### src/rtl/gba_io_pkg.sv
// Shared definitions for the GBA cart / USB memory mux.
//   WIDTH_*      : access-width encodings on cart_data_width / mem_data_width
//   mux_state_e  : arbiter FSM states
//   cart_req_t   : contents of the 1-deep pending cart request slot
package gba_io_pkg;

  localparam logic [1:0] WIDTH_8  = 2'b01;
  localparam logic [1:0] WIDTH_16 = 2'b10;
  localparam logic [1:0] WIDTH_32 = 2'b11;

  // Address width held in the pending slot; the top's ADDR_W defaults to it.
  localparam int GBA_ADDR_W = 26;

  typedef enum logic [1:0] {
    ST_IDLE,
    ST_REQ,
    ST_WAIT_RD
  } mux_state_e;

  typedef struct packed {
    logic                  rd;
    logic [1:0]            width;
    logic [GBA_ADDR_W-1:0] addr;
    logic [15:0]           wdata;
  } cart_req_t;

endpackage

### src/rtl/gba_cart_req_slot.sv
// 1-deep capture register for cart request pulses.
// Ports:
//   clk, rst              : clock, synchronous active-high reset
//   cart_rd/cart_wr       : one-cycle request pulses (rd wins if both)
//   cart_data_width/addr/wr_data : request attributes captured with the pulse
//   free                  : owner finished (or dropped) the held request
//   slot_valid/slot_req   : held request
//   overrun               : sticky, a pulse arrived while the slot was full
module gba_cart_req_slot
  import gba_io_pkg::*;
#(
  parameter int ADDR_W = GBA_ADDR_W
) (
  input  logic              clk,
  input  logic              rst,
  input  logic              cart_rd,
  input  logic              cart_wr,
  input  logic [1:0]        cart_data_width,
  input  logic [ADDR_W-1:0] cart_addr,
  input  logic [15:0]       cart_wr_data,
  input  logic              free,
  output logic              slot_valid,
  output cart_req_t         slot_req,
  output logic              overrun
);

  logic      valid_q, valid_d;
  cart_req_t req_q, req_d;
  logic      overrun_q, overrun_d;

  always_comb begin
    // A free in the same cycle as a new pulse makes room for it.
    valid_d   = valid_q & ~free;
    req_d     = req_q;
    overrun_d = overrun_q;
    if (cart_rd || cart_wr) begin
      if (valid_d) begin
        overrun_d = 1'b1;
      end else begin
        valid_d     = 1'b1;
        req_d.rd    = cart_rd;
        req_d.width = cart_data_width;
        req_d.addr  = GBA_ADDR_W'(cart_addr);
        req_d.wdata = cart_wr_data;
      end
    end
  end

  always_ff @(posedge clk) begin
    if (rst) begin
      valid_q   <= 1'b0;
      req_q     <= '0;
      overrun_q <= 1'b0;
    end else begin
      valid_q   <= valid_d;
      req_q     <= req_d;
      overrun_q <= overrun_d;
    end
  end

  assign slot_valid = valid_q;
  assign slot_req   = req_q;
  assign overrun    = overrun_q;

endmodule

### src/rtl/gba_cart_usb_mem_mux.sv
// Arbiter between the GBA cart front end and the USB bridge onto one memory
// controller. Cart has strict priority; one cart request can wait in a slot
// while a USB operation completes.
// Ports:
//   cart_*     : cart request pulses in, read data + mux_rd_valid out
//   usb_*      : level requests in, ready/valid pulses + read data out
//   from_*, cart_usb_addr / buf_mem_addr : source + address to/from buffer
//   mem_*      : memory request/handshake, mem_addr = buf_mem_addr
//   cart_overrun, mem_timeout : sticky error flags
module gba_cart_usb_mem_mux
  import gba_io_pkg::*;
#(
  parameter int ADDR_W      = GBA_ADDR_W,
  parameter int MEM_TIMEOUT = 1024,
  parameter int TO_W        = 10
) (
  input  logic              clk,
  input  logic              rst,
  input  logic              cart_rd,
  input  logic              cart_wr,
  input  logic [1:0]        cart_data_width,
  input  logic [ADDR_W-1:0] cart_addr,
  input  logic [15:0]       cart_wr_data,
  output logic [15:0]       cart_rd_data,
  output logic              mux_rd_valid,
  input  logic              usb_rd,
  input  logic              usb_wr,
  input  logic [ADDR_W-1:0] usb_addr,
  input  logic [31:0]       usb_wr_data,
  output logic              usb_rd_ready,
  output logic              usb_wr_ready,
  output logic [31:0]       usb_rd_data,
  output logic              usb_rd_valid,
  output logic              from_cart,
  output logic              from_usb,
  output logic [ADDR_W-1:0] cart_usb_addr,
  input  logic [ADDR_W-1:0] buf_mem_addr,
  output logic              mem_rd,
  output logic              mem_wr,
  input  logic              mem_rd_ready,
  input  logic              mem_wr_ready,
  input  logic              mem_rd_valid,
  output logic [1:0]        mem_data_width,
  output logic [ADDR_W-1:0] mem_addr,
  input  logic [31:0]       mem_rd_data,
  output logic [31:0]       mem_wr_data,
  output logic              cart_overrun,
  output logic              mem_timeout
);

  mux_state_e        state_q, state_d;
  logic              src_cart_q, src_cart_d;
  logic              is_rd_q, is_rd_d;
  logic [1:0]        width_q, width_d;
  logic [31:0]       wdata_q, wdata_d;
  logic [ADDR_W-1:0] addr_q, addr_d;
  logic [TO_W-1:0]   to_cnt_q, to_cnt_d;
  logic [15:0]       cart_rd_data_q, cart_rd_data_d;
  logic [31:0]       usb_rd_data_q, usb_rd_data_d;
  logic              mux_rd_valid_q, mux_rd_valid_d;
  logic              usb_rd_valid_q, usb_rd_valid_d;
  logic              timeout_q, timeout_d;

  logic      slot_valid, slot_free, mem_accept, timed_out, busy;
  cart_req_t slot_req;

  gba_cart_req_slot #(.ADDR_W(ADDR_W)) u_slot (
    .clk             (clk),
    .rst             (rst),
    .cart_rd         (cart_rd),
    .cart_wr         (cart_wr),
    .cart_data_width (cart_data_width),
    .cart_addr       (cart_addr),
    .cart_wr_data    (cart_wr_data),
    .free            (slot_free),
    .slot_valid      (slot_valid),
    .slot_req        (slot_req),
    .overrun         (cart_overrun)
  );

  assign mem_accept = is_rd_q ? mem_rd_ready : mem_wr_ready;
  assign timed_out  = (to_cnt_q == TO_W'(MEM_TIMEOUT - 1));

  always_comb begin
    state_d        = state_q;
    src_cart_d     = src_cart_q;
    is_rd_d        = is_rd_q;
    width_d        = width_q;
    wdata_d        = wdata_q;
    addr_d         = addr_q;
    to_cnt_d       = to_cnt_q + 1'b1;
    cart_rd_data_d = cart_rd_data_q;
    usb_rd_data_d  = usb_rd_data_q;
    mux_rd_valid_d = 1'b0;
    usb_rd_valid_d = 1'b0;
    timeout_d      = timeout_q;
    slot_free      = 1'b0;

    case (state_q)
      ST_IDLE: begin
        // Counter parked at zero so it starts fresh on entry to REQ.
        to_cnt_d = '0;
        if (slot_valid) begin
          src_cart_d = 1'b1;
          is_rd_d    = slot_req.rd;
          width_d    = slot_req.width;
          wdata_d    = {16'h0, slot_req.wdata};
          addr_d     = ADDR_W'(slot_req.addr);
          state_d    = ST_REQ;
        end else if (!(cart_rd || cart_wr) && (usb_rd || usb_wr)) begin
          // A cart pulse landing this cycle fills the slot next cycle;
          // hold USB off so it cannot jump ahead of it.
          src_cart_d = 1'b0;
          is_rd_d    = usb_rd;
          width_d    = WIDTH_32;
          wdata_d    = usb_wr_data;
          addr_d     = usb_addr;
          state_d    = ST_REQ;
        end
      end
      ST_REQ: begin
        if (mem_accept) begin
          to_cnt_d = '0;
          if (is_rd_q) begin
            state_d = ST_WAIT_RD;
          end else begin
            state_d   = ST_IDLE;
            slot_free = src_cart_q;
          end
        end else if (timed_out) begin
          timeout_d = 1'b1;
          state_d   = ST_IDLE;
          slot_free = src_cart_q;
        end
      end
      ST_WAIT_RD: begin
        if (mem_rd_valid) begin
          state_d   = ST_IDLE;
          slot_free = src_cart_q;
          if (src_cart_q) begin
            mux_rd_valid_d = 1'b1;
            cart_rd_data_d = (width_q == WIDTH_8) ? {8'h0, mem_rd_data[7:0]}
                                                  : mem_rd_data[15:0];
          end else begin
            usb_rd_valid_d = 1'b1;
            usb_rd_data_d  = mem_rd_data;
          end
        end else if (timed_out) begin
          timeout_d = 1'b1;
          state_d   = ST_IDLE;
          slot_free = src_cart_q;
        end
      end
      default: state_d = ST_IDLE;
    endcase
  end

  always_ff @(posedge clk) begin
    if (rst) begin
      state_q        <= ST_IDLE;
      src_cart_q     <= 1'b0;
      is_rd_q        <= 1'b0;
      width_q        <= '0;
      wdata_q        <= '0;
      addr_q         <= '0;
      to_cnt_q       <= '0;
      cart_rd_data_q <= '0;
      usb_rd_data_q  <= '0;
      mux_rd_valid_q <= 1'b0;
      usb_rd_valid_q <= 1'b0;
      timeout_q      <= 1'b0;
    end else begin
      state_q        <= state_d;
      src_cart_q     <= src_cart_d;
      is_rd_q        <= is_rd_d;
      width_q        <= width_d;
      wdata_q        <= wdata_d;
      addr_q         <= addr_d;
      to_cnt_q       <= to_cnt_d;
      cart_rd_data_q <= cart_rd_data_d;
      usb_rd_data_q  <= usb_rd_data_d;
      mux_rd_valid_q <= mux_rd_valid_d;
      usb_rd_valid_q <= usb_rd_valid_d;
      timeout_q      <= timeout_d;
    end
  end

  assign busy           = (state_q != ST_IDLE);
  assign from_cart      = busy & src_cart_q;
  assign from_usb       = busy & ~src_cart_q;
  assign mem_rd         = (state_q == ST_REQ) & is_rd_q;
  assign mem_wr         = (state_q == ST_REQ) & ~is_rd_q;
  assign usb_rd_ready   = mem_rd & ~src_cart_q & mem_rd_ready;
  assign usb_wr_ready   = mem_wr & ~src_cart_q & mem_wr_ready;
  assign mem_data_width = busy ? width_q : 2'b00;
  assign mem_wr_data    = mem_wr ? wdata_q : 32'h0;
  assign mem_addr       = buf_mem_addr;
  assign cart_usb_addr  = addr_q;
  assign cart_rd_data   = cart_rd_data_q;
  assign usb_rd_data    = usb_rd_data_q;
  assign mux_rd_valid   = mux_rd_valid_q;
  assign usb_rd_valid   = usb_rd_valid_q;
  assign mem_timeout    = timeout_q;

endmodule
### config.mk
export PLATFORM = sky130hd
export DESIGN_NAME = gba_cart_usb_mem_mux
export DESIGN_NICKNAME = d
export VERILOG_FILES = /design/src/rtl/gba_io_pkg.sv /design/src/rtl/gba_cart_req_slot.sv /design/src/rtl/gba_cart_usb_mem_mux.sv
export SDC_FILE = /design/constraint.sdc
export NUM_CORES = 1
export LEC_CHECK = 0
export CAP_MARGIN = 20
export CORE_UTILIZATION = 47
export CTS_CLUSTER_DIAMETER = 120
export DETAILED_ROUTE_END_ITERATION = 6
export PLACE_DENSITY_LB_ADDON = 0.3
export SLEW_MARGIN = 40
export SYNTH_ARGS = -nofsm -noshare
export SYNTH_HDL_FRONTEND = slang
export SYNTH_HIERARCHICAL = 1
export SYNTH_SLANG_ARGS = --single-unit
### constraint.sdc
create_clock -name clk -period 3.7 [get_ports clk]
set_input_delay 0.74 -clock clk [delete_from_list [all_inputs] [get_ports clk]]
set_output_delay 0.74 -clock clk [all_outputs]
set_load 0.02 [all_outputs]
==> results.yml, run 1 <==
cts:
  cts_root_buf: "clkbuf_16"
  clock_sinks: 172
  cts_tree: "yes"
  cts_resized: 0
  clkLatencyLatePin_ns: 0.42
  cts_made_buffers: 17
  htreeDepth: 4
  cts_buffer_depth: 2
  clkSlewWorstSetupHoldPaths_ns: 0.06
  cts.hold.buffers_added: 0
  cts_setup_buffers: 0
worst_setup_path:
  crit_chain: "inv_1 > ha_1 > nor2b_2 > buf_4 > and2_1 > clkdlybuf4s50_1"
  slowest_stage: "clkdlybuf4s50_1"
  worst-endpoint-arrival_ns: 2.49
  max_stage_delay_ns: 0.61
  r2r_slack_ns: 1.14
  endpoint_kind: "output port"
  startpoint_type: "flip-flop"
  crit_buf_inv: 3
  critical_path_class: "flip-flop to output port"
  required_ns: 2.96
  crit_family: "buffers and inverters"
  crit_fanout: 33
synth:
  synthAdderAreaFrac: 0.00804
  synth_nets: 1026
  postSynthCellCount: 852
  synth.area.mux_share: 0.0568
  synth_top_family_by_area: "compound AO/OA/AOI/OAI gates"
  yosysUniqueCellTypes: 48
  syn_area_um2: 7780
  yosysWarnings: 6
  yosysSeqAreaShare: 0.443
  ys_ff_latch: 172
  synthArstFlopShare: 0
  synth-compound-area-share: 0.230
  synthFlopType: "dfxtp_1"
  synth_simple_gate_area_frac: 0.163
  synth.avg_cell_area_um2: 9.13
  synth_edf_count: 0
  synth-xor-area-share: 0.00901
floorplan:
  std_cell_rows: 46
  start_util: 0.486
  core_um2: 16000
  die_w_um: 131
  pin_count: 313
  die_area_um2: 17100
  die_y_um: 131
drt:
  drt_iter0_markers: 307
  routedWlPerCell_um: 16.6
  vias: 6759
  drc: 0
  antenna_left: 0
  wirelength_um: 21100
  vias_per_cell: 5.32
  dr.pass1.iters: 4
finish:
  drive_gt1_frac: 0.103
  final_common_cell: "clkdlybuf4s50_1"
  nets: 1216
  num_antenna_cells: 0
  area_delta_synth_final_pct: 37.5
  layout_common_cells: "clkdlybuf4s50_1 (259), dfxtp_1 (171), a21oi_1 (150), nand2_1 (90), o21ai_0 (63)"
timing:
  fin_ws_ns: 0.468
  report.final.setup_viol: 0
  min_period_ns: 3.23
  finalClockSkew_ns: 0.0149
  slew_headroom: 0.531
  rsz0062_at_grt: "no"
  tightest_slew_ns: 0.703
  post-route-period-util: 0.873
  slew_violations: 0
  hold_viol_final: 0
  fmax_mhz: 309
  fin_setup_tns_ns: 0
placed_design:
  io_buffers: 260
  place_ws_ns: 0.896
  place_hpwl_um: 14300
  gp_congestion: 0.789
global_routing:
  met3_usage: 0.0574
  grt_pass1_wl_um: 32200
  grt_max_degree: 70
  antenna_found_initial: 0
  gr-usage-met1: 0.301
  gr-usage-all-layers: 0.243
  grt.busiest_layer: "met2"
  grtUsageMet2: 0.403
  overflow: 0
  grt_pass1_vias: 6304
worst_hold_path:
  hold_class: "flip-flop to flip-flop"
power_and_ir_drop:
  p_leak_nw: 3.75
  powerDensity_nw_per_um2: 437
  ir_drop_v: 0.000359
outcome:
  outcome: "completed"
job:
  max_cap_viol_count: 0
[worst register-to-register path, delay by kind of cell, from the launching register on]
family	cells	cell delay, ns
AO/OA/AOI/OAI	1	0.14
adder cells (fa/ha/maj)	1	0.19
AND/OR/NAND/NOR	6	1.37
buffers and inverters	1	0.42
flip-flops	1	0.37
[registers in the layout, indices dropped and copies added (netlist names)]
name / flops
u_slot/slot_valid: 1
u_slot/overrun: 1
u_slot/slot_req: 45
is_rd_q: 1
mem_timeout: 1
usb_rd_valid: 1
src_cart_q: 1
width_q: 2
usb_rd_data: 32
wdata_q: 32
cart_usb_addr: 26
to_cnt_q: 10
mux_rd_valid: 1
cart_rd_data: 16
state_q: 2
[stage by stage]
| stage | hold slack [ns] | cell area, um^2 | utilization | total power (W) | cells |
|---|---|---|---|---|---|
| 6_report | 0.453 | 10700 | 0.669 | 0.00467 | 1271 |
| 5_1_grt | 0.471 | 10700 | 0.669 | 0.00486 | 1271 |
| 4_1_cts | 0.454 | 10700 | 0.669 | 0.00471 | 1271 |
| 3_5_place_dp | 0.445 | 10100 | 0.632 | 0.00295 | 1239 |
| 3_3_place_gp | 0.441 | 10100 | 0.632 | 0.00294 | 1239 |
| 2_1_floorplan | 0.426 | 7780 | - | 0.00264 | 852 |
[per-layer routing]
layer / up-vias / part of all wire
met3: 35 / 0.055
met5: - / 0
met2: 174 / 0.49
met1: 3210 / 0.43
li1: 3340 / -
met4: 0 / 0.023
[cells in the mapped netlist, types with 2 or more instances]
cell type  count  area, um^2
a211oi_2      42         526
a21oi_1      150         751
a22o_1         8        70.1
a31oi_1        2        12.5
and2_1        33         206
and3_1         2        12.5
and3b_1        2        17.5
buf_2         27         135
buf_4         36         270
buf_6         11         124
clkbuf_1      23        86.3
clkbuf_2       3        15.0
clkbuf_8       3        41.3
dfxtp_1      172        3440
ha_1           5        62.6
inv_1          8        30.0
mux2i_1       43         430
nand2_1       90         338
nand2b_1       2        12.5
nand3_1        2        10.0
nand3b_1      44         330
nand4_1       18         113
nor2_1        21        78.8
nor2_4         2        22.5
nor2b_1        8        50.1
nor3_1         3        15.0
o21ai_0       63         315
or2_2          2        12.5
or3_1          2        12.5
xnor2_1        3        26.3
xor2_1         5        43.8
[report_power, final]
group          internal [W]  switching (W)  leakage [nW]
clock               0.00105       0.000716         0.293
sequential          0.00197      0.0000715          1.41
combinational      0.000419       0.000454          2.05
total               0.00343        0.00124          3.75
[final timing paths]
path                    from            endpoint  cells after the start
min reg2reg  cart_rd_data[2]     cart_rd_data[2]                      2
min          cart_rd_data[2]     cart_rd_data[2]                      2
max reg2reg      to_cnt_q[0]  u_slot/slot_req[8]                      9
max               state_q[1]     mem_wr_data[17]                      6
[cell type report]
type                    count  area [um^2]
clock buffers              21          470
inverters                   9         35.0
repair buffers            274         2720
clock inverters            11          115
flip-flops and latches    172         3440
multi-input cells         568         3640
well taps                 216          270
fillers                  1384         5300
[logic make-up (layout without fill, tap and decap cells)]
group                    count (synthesis)  in the layout
buffers and inverters                  112            315
multiplexers                            44             44
XOR/XNOR                                 8              8
adder cells (fa/ha/maj)                  5              5
flip-flops                             172            172
AO/OA/AOI/OAI                          276            276
AND/OR/NAND/NOR                        235            235
No activity file was read; power rests on OpenSTA's default activity.
==> run 2: changes to the inputs <==
--- a/config.mk
+++ b/config.mk
@@ -6,9 +6,10 @@
 export NUM_CORES = 1
 export LEC_CHECK = 0
 export CAP_MARGIN = 20
-export CORE_UTILIZATION = 47
+export CORE_UTILIZATION = 40
 export CTS_CLUSTER_DIAMETER = 120
 export DETAILED_ROUTE_END_ITERATION = 6
+export MAX_ROUTING_LAYER = met4
 export PLACE_DENSITY_LB_ADDON = 0.3
 export SLEW_MARGIN = 40
 export SYNTH_ARGS = -nofsm -noshare
==> run 2 against run 1 <==
Combinational power grew 3.6%. Wire length up 2.8%. Non-clock buffer count rose by 2. Critical path depth is the same. First-iteration DRC count rose by 29%. Highest routed layer unchanged.
==> results.yml, run 2 (synthesis results as in run 1) <==
worst_setup_path:
  crit_fanout: 25
  r2r_cells: 9
  worst-endpoint-arrival_ns: 2.54
  critical_path_class: "flip-flop to output port"
  r2r_slack_ns: 0.93
  r2r-start: "to_cnt_q[0]"
  endpoint_kind: "output port"
  startpoint_type: "flip-flop"
  required_ns: 2.96
  startpoint: "state_q[1]"
drt:
  antenna_left: 0
  vias: 6816
  drc: 0
  routedWlPerCell_um: 16.5
  wirelength_um: 21700
  dr.pass1.iters: 7
  drt_iter0_markers: 397
  vias_per_cell: 5.17
power_and_ir_drop:
  powerDensity_nw_per_um2: 447
  p_leak_nw: 3.79
  ir_drop_v: 0.000351
global_routing:
  gr-usage-all-layers: 0.224
  overflow: 0
  grt_max_degree: 80
  antenna_found_initial: 1
  grt_pass1_vias: 6506
  grt_pass1_wl_um: 34100
timing:
  fmax_mhz: 305
  rsz0062_at_grt: "no"
  post-route-period-util: 0.886
  finalClockSkew_ns: 0.00802
  hold_viol_final: 0
  fin_setup_tns_ns: 0
  report.final.setup_viol: 0
  min_period_ns: 3.28
  slew_violations: 0
  slew_headroom: 0.565
  fin_ws_ns: 0.423
  timing.hold.ws_ns: 0.453
  tightest_slew_ns: 0.652
cts:
  cts_buffer_depth: 2
  cts_made_buffers: 17
  cts_tree: "yes"
  cts_resized: 0
  clock_sinks: 172
  clkLatencyLatePin_ns: 0.43
  cts_root_buf: "clkbuf_16"
  htreeDepth: 4
  cts.hold.buffers_added: 0
  cts_setup_buffers: 0
  clkSlewWorstSetupHoldPaths_ns: 0.06
finish:
  fin_util: 0.576
  layout_common_cells: "clkdlybuf4s50_1 (259), dfxtp_1 (171), a21oi_1 (150), nand2_1 (90), o21ai_0 (63)"
  largest_reg_flops: 45
  nets: 1218
  final_common_cell: "clkdlybuf4s50_1"
  drive_gt1_frac: 0.106
  area_delta_synth_final_pct: 39.9
worst_hold_path:
  hold_class: "flip-flop to flip-flop"
  hold_path_depth: 2
  hold_path_startpoint: "usb_rd_data[3]"
floorplan:
  std_cell_rows: 50
  die_area_um2: 20000
  pin_count: 313
  die_y_um: 141
  core_um2: 18900
  die_w_um: 141
  start_util: 0.412
job:
  max_cap_viol_count: 0
placed_design:
  place_hpwl_um: 14700
  place_ws_ns: 0.698
  gp_congestion: 0.808
  io_buffers: 260
outcome:
  outcome: "completed"
[run 2: cell count changes in the layout (fill, tap and decap cells not counted), sizes merged]
cell / change
clkinvlp: +2
clkbuf: -2
inv: +1
diode: +1
bufinv: +2
clkinv: -3
buf: +2
[run 2: layout make-up]
cell class	count	area (um^2)
antenna	1	2.50
clock buffer	19	453
clock inverter	13	188
fill	1696	8010
inverter	9	35.0
multi-input combinational	568	3650
sequential	172	3440
tap	260	325
timing repair buffer	276	2790
[run 2: path summary, 6_finish.rpt]
path                    endpoint
min reg2reg       usb_rd_data[3]
max              mem_wr_data[14]
min               usb_rd_data[3]
max reg2reg  u_slot/slot_req[20]
[run 2: worst max-delay path: stages, from the launching register on]
cell and delay (ns):
dfxtp_1 0.34, inv_1 0.10, ha_1 0.31, nor2b_2 0.29, buf_4 0.27, and2_1 0.18, clkdlybuf4s50_1 0.61
[run 2: through the flow]
| step | instances | total power, W | instance area [um^2] |
|---|---|---|---|
| after detailed placement | 1285 | 0.00297 | 10200 |
| final | 1318 | 0.00487 | 10900 |
| after global placement | 1283 | 0.00296 | 10200 |
| after CTS | 1317 | 0.00491 | 10900 |
| after global routing | 1318 | 0.00508 | 10900 |
| after floorplan | 852 | 0.00264 | 7780 |
[run 2: power breakdown]
| part | internal (W) | total (W) | switching [W] |
|---|---|---|---|
| sequential | 0.00196 | 0.00203 | 0.0000610 |
| combinational | 0.000434 | 0.000903 | 0.000469 |
| clock | 0.00117 | 0.00194 | 0.000771 |
[run 2: metal layers]
layer | GRT usage | part of all wire
met5 | - | 0
met4 | 0.0922 | 0.029
met3 | 0.0537 | 0.051
met2 | 0.350 | 0.48
met1 | 0.277 | 0.44
